$ cat config.mk
export PLATFORM = sky130hd
export DESIGN_NAME = systolic_feeder_flat
export DESIGN_NICKNAME = d
export VERILOG_FILES = /design/src/rtl/systolic_feeder_if.sv /design/src/rtl/systolic_feeder.sv /design/src/flat_wrapper.sv
export SDC_FILE = /design/constraint.sdc
export NUM_CORES = 1
export LEC_CHECK = 0
export ABC_AREA = 0
export BUFFER_PORTS_ARGS = -buffer_cell sky130_fd_sc_hd__clkbuf_2
export CORE_AREA = 2 2 235 237
export CTS_CLUSTER_DIAMETER = 60
export DETAILED_ROUTE_END_ITERATION = 8
export DIE_AREA = 0 0 237 239
export PLACE_DENSITY_LB_ADDON = 0.2
export RECOVER_POWER = 100
export SYNTH_ARGS = -nofsm -noshare
export SYNTH_HDL_FRONTEND = slang
export SYNTH_SLANG_ARGS = --single-unit
$ cat constraint.sdc
create_clock -name clock -period 6.14 [get_ports clock]
set_input_delay 0.921 -clock clock [delete_from_list [all_inputs] [get_ports clock]]
set_output_delay 0.921 -clock clock [all_outputs]
set_load 0.05 [all_outputs]
$ cat src/rtl/systolic_feeder_if.sv
// Signal bundle between systolic_feeder and its environment (operand source, array, result sink).
// slave = feeder side, master = environment side.
interface systolic_feeder_if #(
   parameter int WIDTH = 8,
   parameter int DIM   = 3
);
   logic                         in_valid;
   logic                         in_ready;
   logic [DIM*WIDTH-1:0]         in_data;
   logic                         array_reset;
   logic [DIM*WIDTH-1:0]         array_left;
   logic [DIM*WIDTH-1:0]         array_top;
   logic [2*DIM*DIM*WIDTH-1:0]   array_result;
   logic                         out_valid;
   logic                         out_ready;
   logic [2*DIM*DIM*WIDTH-1:0]   out_data;
   logic                         busy;

   modport slave (
      input  in_valid, in_data, array_result, out_ready,
      output in_ready, array_reset, array_left, array_top, out_valid, out_data, busy
   );

   modport master (
      output in_valid, in_data, array_result, out_ready,
      input  in_ready, array_reset, array_left, array_top, out_valid, out_data, busy
   );
endinterface

$ cat src/rtl/systolic_feeder.sv
// Loads A/B operand rows, drives skewed zero-padded streams into systolic_array, captures its result.
// Build option SYSTOLIC_FEEDER_B_COLMAJOR_EN: B beats carry columns instead of rows.
module systolic_feeder #(
   parameter int WIDTH        = 8,
   parameter int DIM          = 3,
   parameter int DRAIN_CYCLES = 3
) (
   input  logic             clock,
   input  logic             reset,
   systolic_feeder_if.slave bus
);
   localparam int VW = DIM*WIDTH;
   localparam int RW = 2*DIM*DIM*WIDTH;
   localparam int IW = $clog2(DIM);
   localparam int BW = $clog2(2*DIM);
   localparam int TW = $clog2(3*DIM);
   localparam int DW = (DRAIN_CYCLES > 1) ? $clog2(DRAIN_CYCLES) : 1;

   localparam logic [2:0] LOAD  = 3'd0;
   localparam logic [2:0] CLEAR = 3'd1;
   localparam logic [2:0] FEED  = 3'd2;
   localparam logic [2:0] DRAIN = 3'd3;
   localparam logic [2:0] DONE  = 3'd4;

   localparam logic [BW-1:0] BEAT_LAST = BW'(2*DIM-1);
   localparam logic [BW-1:0] BEAT_B    = BW'(DIM);
   localparam logic [TW-1:0] T_LAST    = TW'(3*DIM-3);
   localparam logic [DW-1:0] D_LAST    = DW'(DRAIN_CYCLES-1);

   logic [2:0]                          state_reg;
   logic [BW-1:0]                       beat_reg;
   logic [TW-1:0]                       t_reg;
   logic [DW-1:0]                       drain_reg;
   logic [VW-1:0]                       left_reg, top_reg;
   logic [VW-1:0]                       left_next, top_next;
   logic                                out_valid_reg;
   logic                                array_reset_reg;
   logic [RW-1:0]                       out_data_reg;
   logic [VW-1:0]                       a_mem [DIM];
   logic [VW-1:0]                       b_mem [DIM];
   logic [DIM-1:0][DIM-1:0][WIDTH-1:0]  a_el, b_el;
   logic [TW-1:0]                       feed_t;
   logic                                in_fire;
   logic [IW-1:0]                       a_wr_idx, b_wr_idx;

   assign in_fire  = (state_reg == LOAD) && bus.in_valid;
   assign a_wr_idx = beat_reg[IW-1:0];
   assign b_wr_idx = IW'(beat_reg - BEAT_B);

   // Beats are stored as received; the element views below decide how B is interpreted.
   always_ff @(posedge clock) begin
      if (in_fire) begin
         if (beat_reg < BEAT_B)
            a_mem[a_wr_idx] <= bus.in_data;
         else
            b_mem[b_wr_idx] <= bus.in_data;
      end
   end

   genvar gi, gj;
   generate
      for (gi = 0; gi < DIM; gi++) begin : g_row
         for (gj = 0; gj < DIM; gj++) begin : g_col
            assign a_el[gi][gj] = a_mem[gi][(DIM-1-gj)*WIDTH +: WIDTH];
`ifdef SYSTOLIC_FEEDER_B_COLMAJOR_EN
            assign b_el[gi][gj] = b_mem[gj][(DIM-1-gi)*WIDTH +: WIDTH];
`else
            assign b_el[gi][gj] = b_mem[gi][(DIM-1-gj)*WIDTH +: WIDTH];
`endif
         end
      end
   endgenerate

   // Stream values are computed for the step about to be entered, so they line up with t_reg.
   assign feed_t = (state_reg == FEED) ? t_reg + TW'(1) : '0;

   generate
      for (gi = 0; gi < DIM; gi++) begin : g_feed
         logic [TW-1:0] k_idx;
         logic          k_ok;
         assign k_idx = feed_t - TW'(gi);
         assign k_ok  = (feed_t >= TW'(gi)) && (k_idx < TW'(DIM));
         assign left_next[(DIM-1-gi)*WIDTH +: WIDTH] = k_ok ? a_el[gi][k_idx[IW-1:0]] : '0;
         assign top_next[(DIM-1-gi)*WIDTH +: WIDTH]  = k_ok ? b_el[k_idx[IW-1:0]][gi] : '0;
      end
   endgenerate

   always_ff @(posedge clock or negedge reset) begin
      if (!reset) begin
         state_reg       <= LOAD;
         beat_reg        <= '0;
         t_reg           <= '0;
         drain_reg       <= '0;
         left_reg        <= '0;
         top_reg         <= '0;
         out_valid_reg   <= 1'b0;
         out_data_reg    <= '0;
         array_reset_reg <= 1'b0;
      end else begin
         array_reset_reg <= 1'b1;
         left_reg        <= '0;
         top_reg         <= '0;
         case (state_reg)
            LOAD: begin
               if (bus.in_valid) begin
                  if (beat_reg == BEAT_LAST) begin
                     beat_reg        <= '0;
                     state_reg       <= CLEAR;
                     array_reset_reg <= 1'b0;
                  end else begin
                     beat_reg <= beat_reg + BW'(1);
                  end
               end
            end
            CLEAR: begin
               state_reg <= FEED;
               t_reg     <= '0;
               left_reg  <= left_next;
               top_reg   <= top_next;
            end
            FEED: begin
               if (t_reg == T_LAST) begin
                  state_reg <= DRAIN;
                  drain_reg <= '0;
               end else begin
                  t_reg    <= t_reg + TW'(1);
                  left_reg <= left_next;
                  top_reg  <= top_next;
               end
            end
            DRAIN: begin
               if (drain_reg == D_LAST) begin
                  out_data_reg  <= bus.array_result;
                  out_valid_reg <= 1'b1;
                  state_reg     <= DONE;
               end else begin
                  drain_reg <= drain_reg + DW'(1);
               end
            end
            DONE: begin
               if (bus.out_ready) begin
                  out_valid_reg <= 1'b0;
                  state_reg     <= LOAD;
               end
            end
            default: state_reg <= LOAD;
         endcase
      end
   end

   assign bus.in_ready    = (state_reg == LOAD);
   assign bus.busy        = (state_reg != LOAD);
   assign bus.array_reset = array_reset_reg;
   assign bus.array_left  = left_reg;
   assign bus.array_top   = top_reg;
   assign bus.out_valid   = out_valid_reg;
   assign bus.out_data    = out_data_reg;
endmodule

$ cat src/flat_wrapper.sv
// flat-port wrapper written by rule: the top's interface ports become plain ports
module systolic_feeder_flat 
#(
   parameter int WIDTH        = 8,
   parameter int DIM          = 3,
   parameter int DRAIN_CYCLES = 3
)
  (clock, reset, bus_in_valid, bus_in_data, bus_array_result, bus_out_ready, bus_in_ready, bus_array_reset, bus_array_left, bus_array_top, bus_out_valid, bus_out_data, bus_busy);
  systolic_feeder_if #(.WIDTH(WIDTH), .DIM(DIM)) bus_i ();
  input  logic clock;
  input  logic reset;
  input wire logic [$bits(bus_i.in_valid)-1:0] bus_in_valid;
  input wire logic [$bits(bus_i.in_data)-1:0] bus_in_data;
  input wire logic [$bits(bus_i.array_result)-1:0] bus_array_result;
  input wire logic [$bits(bus_i.out_ready)-1:0] bus_out_ready;
  output wire logic [$bits(bus_i.in_ready)-1:0] bus_in_ready;
  output wire logic [$bits(bus_i.array_reset)-1:0] bus_array_reset;
  output wire logic [$bits(bus_i.array_left)-1:0] bus_array_left;
  output wire logic [$bits(bus_i.array_top)-1:0] bus_array_top;
  output wire logic [$bits(bus_i.out_valid)-1:0] bus_out_valid;
  output wire logic [$bits(bus_i.out_data)-1:0] bus_out_data;
  output wire logic [$bits(bus_i.busy)-1:0] bus_busy;
  assign bus_i.in_valid = bus_in_valid;
  assign bus_i.in_data = bus_in_data;
  assign bus_i.array_result = bus_array_result;
  assign bus_i.out_ready = bus_out_ready;
  assign bus_in_ready = bus_i.in_ready;
  assign bus_array_reset = bus_i.array_reset;
  assign bus_array_left = bus_i.array_left;
  assign bus_array_top = bus_i.array_top;
  assign bus_out_valid = bus_i.out_valid;
  assign bus_out_data = bus_i.out_data;
  assign bus_busy = bus_i.busy;
  systolic_feeder #(.WIDTH(WIDTH), .DIM(DIM), .DRAIN_CYCLES(DRAIN_CYCLES)) u_core (.clock(clock), .reset(reset), .bus(bus_i));
endmodule
==> results of run 1 <==
[power by group]
group          internal [mW]  switching [mW]
clock network           1.44            1.03
registers               3.05           0.301
logic                   1.21            3.30
[layout make-up]
class,instances,area [um2],share of cell area
Sequential cell,350,9479,0.5540
Multi-Input combinational cell,425,3660,0.2139
Timing Repair Buffer,383,1660,0.09704
Clock buffer,59,1206,0.07049
Tap cell,704,880.8,0.05148
Clock inverter,18,183.9,0.01075
Inverter,10,37.54,0.002194
Antenna cell,1,2.502,0.0001463
[cells in the final DEF, fill, tap and decap left out, types with 7 or more instances in the layout]
master,netlist,final
sky130_fd_sc_hd__clkbuf_1,35,238
sky130_fd_sc_hd__dfrtp_1,206,206
sky130_fd_sc_hd__mux2_2,177,177
sky130_fd_sc_hd__clkbuf_2,0,147
sky130_fd_sc_hd__edfxtp_1,144,144
sky130_fd_sc_hd__nand2_1,43,43
sky130_fd_sc_hd__clkbuf_16,0,43
sky130_fd_sc_hd__a21oi_1,23,23
sky130_fd_sc_hd__nor3_1,25,23
sky130_fd_sc_hd__o21ai_0,22,22
sky130_fd_sc_hd__nand2b_1,18,18
sky130_fd_sc_hd__a32oi_1,16,16
sky130_fd_sc_hd__a222oi_1,16,16
sky130_fd_sc_hd__mux2i_1,16,16
sky130_fd_sc_hd__nor4_1,6,15
sky130_fd_sc_hd__inv_1,10,10
sky130_fd_sc_hd__ha_1,10,10
sky130_fd_sc_hd__clkbuf_8,0,7
[cell families (layout without fill, tap and decap cells)]
group,count (synthesis),after routing,share of synthesized area
buffers and inverters,62,470,0.01991
and+or+nand+nor,130,130,0.05787
other,0,1,0
AOI/OAI and AO/OA,89,89,0.04596
DFF,350,350,0.7049
adders and majority gates,10,10,0.009304
xor gates and xnor gates,3,3,0.001954
muxes,193,193,0.1601
[per-stage QoR]
step / util / instances / cell area [um2]
after floorplan: - / 837 / 13450
after global placement: 0.2971 / 1872 / 16140
after detailed placement: 0.2971 / 1872 / 16140
after CTS: 0.3227 / 1949 / 17530
after global routing: 0.3149 / 1950 / 17110
final: 0.3149 / 1950 / 17110
[worst min path at each step]
stage	start	to	slack [ns]	depth (start not counted)
2_1_floorplan	u_core.beat_reg[0]	u_core.beat_reg[0]	0.46	2
3_3_place_gp	u_core.beat_reg[0]	u_core.beat_reg[0]	0.47	2
3_5_place_dp	u_core.beat_reg[0]	u_core.beat_reg[0]	0.49	2
4_1_cts	reset	u_core.bus.array_top[10]	0.45	1
5_1_grt	u_core.bus.out_data[87]	u_core.bus.out_data[87]	0.51	1
6_report	u_core.beat_reg[0]	u_core.beat_reg[0]	0.50	2
[tightest hold or removal path: cells and delay by family (launching register included)]
kind,cells,cell delay (ns)
DFF,1,0.36
and+or+nand+nor,2,0.11
[layer usage]
layer	routed length, um	vias up	part of all wire	global-route usage
met5	39	-	0.0010	0
met4	976	6	0.025	0.04354
met3	3327	64	0.086	0.04584
met2	18550	321	0.48	0.2231
met1	15870	4126	0.41	0.1595
li1	-	3882	-	-
==> flow_results.org, run 1 <==
** CTS
- After clock tree synthesis, the clock-pin slew on the worst setup and hold paths is 0.06 ns.
- Post-CTS timing repair inserted 0 buffers for setup.
- In this run the number of H-tree levels came out at 2.
- CTS saw 350 sinks.
- Number of buffers inserted by hold repair at cts :: 0
- Number of buffers created by CTS :: 43
- Clock tree synthesis selected as its root buffer the cell sky130_fd_sc_hd__clkbuf_16.
- Buffers from clock root to sink, at most :: 3
- Insertion delay of the later-clocked pin in the worst-skew pair :: 0.58 ns
- Resized Gates After CTS :: 0
- TritonCTS built the clock tree.

** Critical path
- STA classifies the critical path endpoint as a register.
- Largest delay contributor family on the critical path :: buffers and inverters
- For the worst setup path, the data arrival time is 4.81 ns.
- The critical path goes through clkbuf_1 -> ha_1 -> xnor2_1 -> nand2b_1 -> ha_1 -> nor2_1 -> nand4b_1 -> a21oi_1.
- Critical path endpoint :: u_core.bus.array_left[4]
- Counting buffers and inverters, the worst setup path is 8 cells deep.
- Counting both buffers and inverters, the worst setup path holds a total of 1.
- For the worst flop-to-flop path, the logic depth is 8.
- Startpoint class of the critical path :: register
- The worst register-to-register path begins at u_core.t_reg[0].
- The worst register-to-register path has a setup slack of 1.80 ns.
- Setup CP Type :: register to register
- The endpoint identified for the worst register-to-register timing path is u_core.bus.array_left[4].
- At the worst endpoint, the required time is 6.61 ns.
- The most numerous cell type found on the critical path is sky130_fd_sc_hd__ha_1.
- For this run, the slowest stage of the critical path takes 1.59 ns.
- Critical Path Start :: u_core.t_reg[0]
- Along the worst path, the maximum fanout reaches 40.
- Worst-path cell with the longest stage delay :: sky130_fd_sc_hd__clkbuf_1

** Drt
- For this block, the initial DRC count from the detailed router was 496.
- Using the TritonRoute via totals, the vias-per-cell ratio works out to 4.307.
- Final wirelength :: 38770 um
- After detailed routing, the number of remaining DRC violations is 0.
- Number of vias in the routed layout :: 8399
- In this run the remaining antenna-violating nets after routing total 0.
- In the final routed layout, each cell accounts on average for 19.88 um.
- DR pass1 iterations :: 6

** Placement
- The congestion estimate from routability-driven global placement came to 0.7910.
- Before CTS, the worst setup slack after placement is 2.795 ns.
- The HPWL after detailed placement is 26320 um.
- Count of input and output buffers :: 367

** Global route
- Total global routing overflow :: 0
- Entering global routing, the biggest net connects 110 pins.
- Number of antenna violations at the first check in global routing :: 4
- Global-route wire length before repair :: 56290 um
- Total global-route track usage :: 0.1329
- The via count of the first global-routing pass is 8484.

** STA
- Share of the cycle needed by the critical path after routing :: 0.7070
- The number of max-slew violations in the final report is 368.
- Number of hold-slack violations in the final timing report :: 0
- Unrepaired setup endpoints after global routing :: no
- In the post-route analysis, the smallest setup slack over all paths is 1.799 ns.
- Setup TNS Final :: 0 ns
- Setup violations remaining at the end of the flow were counted as 0.
- Hold timing on the final database bottoms out at a slack of 0.4962 ns.
- Counting I/O delays and the setup requirement, the final critical path takes 4.341 ns.
- Fmax :: 230.4 MHz
- In this run the tightest slew margin relative to its limit is -1.023.
- At the pin with the least slew margin, the transition time is 3.034 ns.
- On the final layout, the worst clock skew is 0.02246 ns.

** Synthesis
- Count leader, synth :: sky130_fd_sc_hd__dfrtp_1
- Post-Synthesis Cell Area :: 0.01345 mm2
- Top_reg_cell synth :: sky130_fd_sc_hd__dfrtp_1
- Counting flops with a built-in enable in the synthesized netlist gives 144.
- Yosys cell types :: 52
- Of the synthesized area, sequential elements account for 0.7049.
- Top cells by count, synth :: sky130_fd_sc_hd__dfrtp_1, sky130_fd_sc_hd__mux2_2, sky130_fd_sc_hd__edfxtp_1
- The synthesized design spends more area on one cell type than any other, namely sky130_fd_sc_hd__dfrtp_1.
- Gate count after technology mapping :: 837
- After synthesis, the share of flip-flops with an asynchronous set or reset is 0.5886.
- Average instance area after synthesis :: 16.07 um2
- The share of synthesized area in the top cell type comes to 0.3833.
- By area the synthesized netlist is led by sky130_fd_sc_hd__dfrtp_1, sky130_fd_sc_hd__edfxtp_1, sky130_fd_sc_hd__mux2_2, sky130_fd_sc_hd__nand2_1, sky130_fd_sc_hd__a222oi_1.
- The synthesized design contains 350 register bits.
- Nets in the synthesized netlist :: 1019
- Syn. warnings :: 0

** Power and ir drop
- Summed over all cells, the static leakage comes to 6.674 nW.
- Peak ir drop on the vdd network :: 0.2479 mV
- After layout, the design draws a total of 10.32 mW.
- Total power density per cell area :: 603.3 mW/mm2

** Finish
- Fraction of final layout cells with drive strength greater than 1 :: 0.3293
- Flip-flop count of the largest register, all copies and words added :: 144
- The area growth from synthesis to layout is 27.23%.
- Fill cells in the final layout number 5504.
- Layout Nets :: 1395

** Floorplanning
- For this configuration, the core starts out at a cell density of 0.2475.
- The core region is 0.05434 mm2.
- In this run the horizontal extent of the chip is 237 um.
- The die covers 0.05664 mm2.
- Number of placement rows :: 86
- Ports placed on the boundary :: 368
- Die H :: 239 um

** Run status
- The checks that failed: capacitance limit, slew limit.
- The run finished, with violations left.

** Job
- Across the run, the number of max-cap violations was 9.

** Worst hold path
- Path category of the worst min-delay check :: register to register
Power figures use the tool's default switching activity.
==> run 2, diff against run 1 <==
==> constraint.sdc (replaced) <==
create_clock -name clock -period 4.3 [get_ports clock]
set_input_delay 0.645 -clock clock [delete_from_list [all_inputs] [get_ports clock]]
set_output_delay 0.645 -clock clock [all_outputs]
set_load 0.05 [all_outputs]
==> flow_results.org, run 2 (same netlist as run 1, synthesis figures left out) <==
** Finish
- After the last flow step, the layout net total stands at 1401.
- The repair_antennas step left the layout with diodes totalling 0.
- Flip-flop count of the largest register, all copies and words added :: 144
- Layout area overhead :: 27.23%
- Most frequent cells in the layout :: sky130_fd_sc_hd__clkbuf_1, sky130_fd_sc_hd__dfrtp_1, sky130_fd_sc_hd__mux2_2
- Counting the fill cells in the layout gives 5543.
- Leaving out filler cells and counting taps, the final layout contains 1957.
- Of the cells placed in the final design, the portion with a size suffix greater than 1 is 0.3296.
- Most frequent standard cell in the layout excluding fill and tap cells :: sky130_fd_sc_hd__clkbuf_1
- The finished cells cover 0.01711 mm2.

** Run status
- The final reports fail on hold timing, capacitance limit, slew limit.
- Run status :: finished, violations left

** STA
- Setup violations remaining at the end of the flow were counted as 0.
- Unrepaired setup endpoints after global routing :: no
- Time the final worst path needs with I/O delays and setup :: 3.422 ns
- For the pin with the worst max-slew slack, the measured transition is 1.979 ns.
- Number of hold-slack violations in the final timing report :: 1
- The worst pin sits at a relative slew slack of -0.3194.
- After layout, the worst setup slack is 0.8782 ns.
- Share of the cycle needed by the critical path after routing :: 0.7958
- Max-slew violation count :: 300
- Fmax :: 292.2 MHz
- Worst hold slack across all endpoints :: -0.004940 ns
- Clock skew on the completed layout was measured at 0.02442 ns.

** Critical path
- Worst endpoint data arrival time :: 3.59 ns
- Reg2Reg Capture Point :: u_core.b_mem[1][6]
- Walking the worst path, the cells encountered are nor3_1 -> nand2_1 -> or2_2 -> nor2_2 -> clkbuf_1.
- FF-to-FF Start :: u_core.state_reg[1]
- On the critical path the largest part of the delay comes from buffers and inverters.
- Critical Path Sink Type :: register
- Critical path peak fanout :: 24
- Required arrival time at the worst endpoint :: 4.46 ns
- Startpoint class of the critical path :: register
- Path depth of the worst reg2reg path :: 5
- Critical path buffer and inverter count :: 1
- For this run, the slowest stage of the critical path takes 1.33 ns.
- For this design, the slowest cell found on the critical path is sky130_fd_sc_hd__clkbuf_1.
- Register-to-Register Setup Slack :: 0.88 ns
- The critical path is of the register to register type.

** Global route
- The via count of the first global-routing pass is 8618.
- The first global-routing pass estimated 57340 um of wire.
- For this run, the total global-route usage over all layers was measured as 0.1355.
- For this run the aggregate overflow at the end of global routing stands at 0.
- Maximum number of pins on one net before global-route repair :: 72
- The number of antenna violations at the first check in global routing was 1.

** CTS
- Number of buffers created by CTS :: 43
- Once the clock tree was built, the setup fixing pass inserted 0 buffers.
- TritonCTS built the clock tree.
- Buffers from clock root to sink, at most :: 3
- Clk pin slew, worst setup/hold paths :: 0.06 ns
- CTS placed an instance of sky130_fd_sc_hd__clkbuf_16 at the clock tree root.
- Post-CTS repair changed the size of 0 cells.
- CTS built an H-tree with a depth of 2.
- For the worst-skew pair, the clock arrives at the later sink with an insertion delay of 0.58 ns.
- Number of buffers inserted by hold repair at cts :: 0
- For this design, the sink count on the clock tree is 350.

** Placement
- Timing analysis after detailed placement gives a worst setup slack of 1.296 ns.
- Summing all placed instances gives a cell area of 0.01619 mm2.
- Instance count after placement with tap cells included :: 1878
- Weighted congestion reported at the end of routability-driven placement :: 0.7926
- The count of buffers added on input and output ports is 367.
- Detailed placement ended at an HPWL of 27220 um.

** Power and ir drop
- Summed over all cells, the static leakage comes to 6.674 nW.
- Peak ir drop on the vdd network :: 0.3165 mV
- In this run the power density over the cells is 857.3 mW/mm2.
- The design draws 14.67 mW.

** Drt
- Final wirelength :: 39160 um
- After detailed routing, the number of remaining DRC violations is 0.
- In the routed layout, each cell is associated on average with a via count of 4.332.
- The detailed router finished its first iteration with 505 violations.
- The detail route stage leaves a number of antenna-violating nets equal to 0.
- Number of vias in the routed layout :: 8477
- In the final routed layout, each cell accounts on average for 20.01 um.
- The first detailed-routing pass ran for 6 iterations.

** Worst hold path
- Path category of the worst min-delay check :: input pin to asynchronous set/reset pin

** Floorplanning
- The die is 237 um wide.
- Die Area :: 0.05664 mm2
- For this configuration, the core starts out at a cell density of 0.2475.
- Core ar. :: 0.05434 mm2
- The die is 239 um tall.
- 368 I/O pins were placed.
- Number of placement rows :: 86

** Job
- The tool flagged a number of max-cap violations equal to 10.
## run 2: cell types whose count changed in the layout (fill, tap and decap cells not counted), moves of 2 or more
cell,previous run,this run
sky130_fd_sc_hd__clkinv_4,4,2
sky130_fd_sc_hd__buf_4,6,9
sky130_fd_sc_hd__clkbuf_1,238,243
sky130_fd_sc_hd__clkinv_1,0,2
sky130_fd_sc_hd__nor4_2,1,3
sky130_fd_sc_hd__clkbuf_2,147,149
sky130_fd_sc_hd__nor2_1,6,4
sky130_fd_sc_hd__clkinv_8,2,0
sky130_fd_sc_hd__nor2_2,0,2
## run 2: final cells by class
class                      count  area [um2]  share of cell area
clock buffer                  63        1232             0.07203
clock inverter                16       131.4            0.007678
inverter                      10       37.54            0.002194
multi-input combinational    425        3657              0.2137
sequential                   350        9479              0.5540
tap                          704       880.8             0.05148
timing repair buffer         389        1692             0.09887
## run 2: worst max-delay path by stage
stage | to | slack (ns) | startpoint | depth (start not counted)
after floorplan | u_core.a_mem[0][0] | -0.12 | u_core.state_reg[1] | 5
after detailed placement | u_core.bus.array_top[10] | 1.30 | u_core.t_reg[0] | 8
after global placement | u_core.bus.array_top[12] | 1.36 | u_core.t_reg[0] | 8
after global routing | u_core.bus.out_data[140] | 0.58 | u_core.drain_reg[0] | 6
final | u_core.b_mem[1][6] | 0.88 | u_core.state_reg[1] | 5
after CTS | u_core.bus.array_top[12] | 1.32 | u_core.t_reg[0] | 8
## run 2: per-stage QoR
step                utilization  TNS [ns]
detailed placement       0.2980         0
CTS                      0.3230         0
global route             0.3149         0
finish                   0.3149         0
global placement         0.2980         0
floorplan                     -    -7.211
## run 2: worst reg2reg max path: stages, from the launching register on
cell                       delay (ns)
sky130_fd_sc_hd__dfrtp_1         0.54
sky130_fd_sc_hd__nor3_1          0.56
sky130_fd_sc_hd__nand2_1         0.13
sky130_fd_sc_hd__or2_2           0.34
sky130_fd_sc_hd__nor2_2          0.11
sky130_fd_sc_hd__clkbuf_1        1.33
## run 2: per-layer routing
metal  wire (um)  vias up  global-route usage
li1            -     3896                   -
met1       16140     4192              0.1681
met2       18950      339              0.2264
met3        3331       48             0.04192
met4         724        2             0.04066
met5          13        -                   0
## run 2: power breakdown
part | switching (mW) | internal (mW)
registers | 0.439 | 4.35
clock network | 1.46 | 2.01
logic | 4.70 | 1.71
==> run 3, diff against run 2 <==
==> constraint.sdc (replaced) <==
create_clock -name clock -period 3.46 [get_ports clock]
set_input_delay 0.519 -clock clock [delete_from_list [all_inputs] [get_ports clock]]
set_output_delay 0.519 -clock clock [all_outputs]
set_load 0.05 [all_outputs]
==> flow_results.org, run 3 (same netlist as run 1, synthesis figures left out) <==
** Finish
- Fraction of final layout cells with drive strength greater than 1 :: 0.3400
- The library cell used most frequently in the layout, excluding fill and tap cells, is sky130_fd_sc_hd__clkbuf_1.
- Layout Nets :: 1406
- Once layout is complete, the utilization of the core stands at 0.3189.
- The register with the most flip-flops in the layout has 144 of them.
- Relative to the synthesized area, the layout overhead comes to 28.87%.
- Most frequent cells in the layout :: sky130_fd_sc_hd__clkbuf_1, sky130_fd_sc_hd__dfrtp_1, sky130_fd_sc_hd__mux2_2

** CTS
- Setup Buffers After CTS :: 0
- Insertion delay of the later-clocked pin in the worst-skew pair :: 0.57 ns
- TritonCTS built the clock tree.
- The root buffer cell chosen for the clock tree is sky130_fd_sc_hd__clkbuf_16.
- Htree depth :: 2
- Counting the buffers created by CTS gives 44.
- After clock tree synthesis, the clock-pin slew on the worst setup and hold paths is 0.06 ns.
- Sinks on Clock Net :: 350
- Buffers from clock root to sink, at most :: 3

** Drt
- Number of vias in the routed layout :: 8615
- For this block, the routed nets add up to 40040 um of wire.
- The count of nets left with antenna violations once routing finished came out at 0.
- Dividing the detail-routed via count by the number of cells gives 4.393.
- The detailed router finished its first iteration with 564 violations.
- Post-detailed-route wirelength per cell :: 20.42 um
- For this run, design rule violations remaining after detail routing come to 0.
- DR pass1 iterations :: 8

** Placement
- Count of input and output buffers :: 367
- Before CTS, the worst setup slack after placement is 0.7284 ns.
- Weighted congestion reported at the end of routability-driven placement :: 0.7638
- HPWL after detailed placement :: 27730 um

** Global route
- Total global routing overflow :: 0
- Total global-route track usage :: 0.1379
- The via count of the first global-routing pass came to 8687.
- Maximum number of pins on one net before global-route repair :: 88
- Number of antenna violations at the first check in global routing :: 2
- The first global-routing pass estimated 58370 um of wire.

** Floorplanning
- Die H :: 239 um
- In this run the horizontal extent of the chip is 237 um.
- Ports placed on the boundary :: 368
- Initial Util :: 0.2475
- Number of placement rows :: 86
- Core ar. :: 0.05434 mm2
- The die covers 0.05664 mm2.

** Critical path
- Data on the critical path is required at its endpoint by 3.72 ns.
- The largest individual stage delay along the critical path comes from the cell sky130_fd_sc_hd__nor3_1.
- Of all nets on the critical path, the largest fanout is 16.
- The setup path with the least slack is of type register to register.
- Critical Path Sink Type :: register
- The largest single stage delay on the critical path is 0.63 ns.
- The kind of cell with the highest combined delay along the critical path is simple AND/OR/NAND/NOR gates.
- Data arrives at the worst endpoint at 3.18 ns.
- Startpoint class of the critical path :: register
- Counting both buffers and inverters, the worst setup path holds a total of 2.
- Critical-path cell list :: nor3_1 -> nand3_1 -> or2_2 -> inv_1 -> buf_12

** Power and ir drop
- Peak ir drop on the vdd network :: 0.4245 mV
- For this design the static power due to leakage is 6.773 nW.
- Total power density per cell area :: 1066 mW/mm2

** STA
- Number of hold-slack violations in the final timing report :: 0
- Max-slew violation count :: 0
- Fmax :: 342.4 MHz
- Setup violations remaining at the end of the flow were counted as 0.
- Between clock sinks in the finished design, the worst skew comes to 0.01503 ns.
- Setup TNS Final :: 0 ns
- For the pin with the worst max-slew slack, the measured transition is 1.102 ns.
- Setup repair after global routing left no endpoint under its margin.
- After layout, the worst setup slack is 0.5390 ns.
- Time the final worst path needs with I/O delays and setup :: 2.921 ns
- Of the available clock period, the critical path in the final layout requires 0.8442.
- Measured against its own limit, the worst slew margin works out to 0.2654.

** Run status
- Run status :: finished clean

** Job
- Across the run, the number of max-cap violations was 0.

** Worst hold path
- The worst hold path belongs to the class input pin to register.
## run 3: cell type report
| cell class | instances | area, um2 |
|---|---|---|
| Timing Repair Buffer | 393 | 1815 |
| Sequential cell | 350 | 9479 |
| Multi-Input combinational cell | 425 | 3704 |
| Clock inverter | 17 | 176.4 |
| Clock buffer | 61 | 1235 |
| Inverter | 10 | 37.54 |
| Fill cell | 5543 | 37010 |
| Antenna cell | 1 | 2.502 |
| Tap cell | 704 | 880.8 |
## run 3: worst paths after layout
check,startpoint,endpoint,slack [ns],cells past startpoint
worst max register to register,u_core.state_reg[1],u_core.b_mem[2][4],0.54,5
worst min register to register,u_core.beat_reg[0],u_core.beat_reg[0],0.50,2
worst min-delay path,bus_out_ready,u_core.state_reg[2],0.18,2
min in group asynchronous,reset,u_core.bus.array_top[10],0.41,2
max in group asynchronous,reset,u_core.bus.out_data[136],2.19,3
worst max-delay path,u_core.state_reg[1],u_core.b_mem[2][4],0.54,5
## run 3: repair_timing
action                    4_1_cts  5_1_grt
hold buffers                    1        0
hold endpoints to repair       33        0
gates resized for setup         0        0
## run 3: metal layers
metal | track usage | vias to the layer above | routed length, um
met1 | 0.1724 | 4327 | 16980
met4 | 0.04239 | 2 | 899
met3 | 0.03661 | 58 | 2814
met5 | 0 | - | 13
li1 | - | 3903 | -
met2 | 0.2329 | 325 | 19330
## run 3: power by group
group | leakage (nW) | internal (mW) | switching [mW] | total [mW]
Sequential | 3.80 | 5.41 | 0.580 | 5.99
Combinational | 2.28 | 2.15 | 5.86 | 8.02
Clock | 0.689 | 2.65 | 1.81 | 4.46
## run 3: stage by stage
| step | std cells | hold WS, ns | area, um2 | power, mW |
|---|---|---|---|---|
| 2_1_floorplan | 837 | 0.2234 | 13470 | 12.24 |
| 3_3_place_gp | 1881 | 0.4323 | 16300 | 14.46 |
| 3_5_place_dp | 1881 | 0.4301 | 16300 | 14.52 |
| 4_1_cts | 1960 | 0.1339 | 17720 | 19.09 |
| 5_1_grt | 1960 | 0.1518 | 17330 | 19.40 |
| 6_report | 1961 | 0.1785 | 17330 | 18.47 |
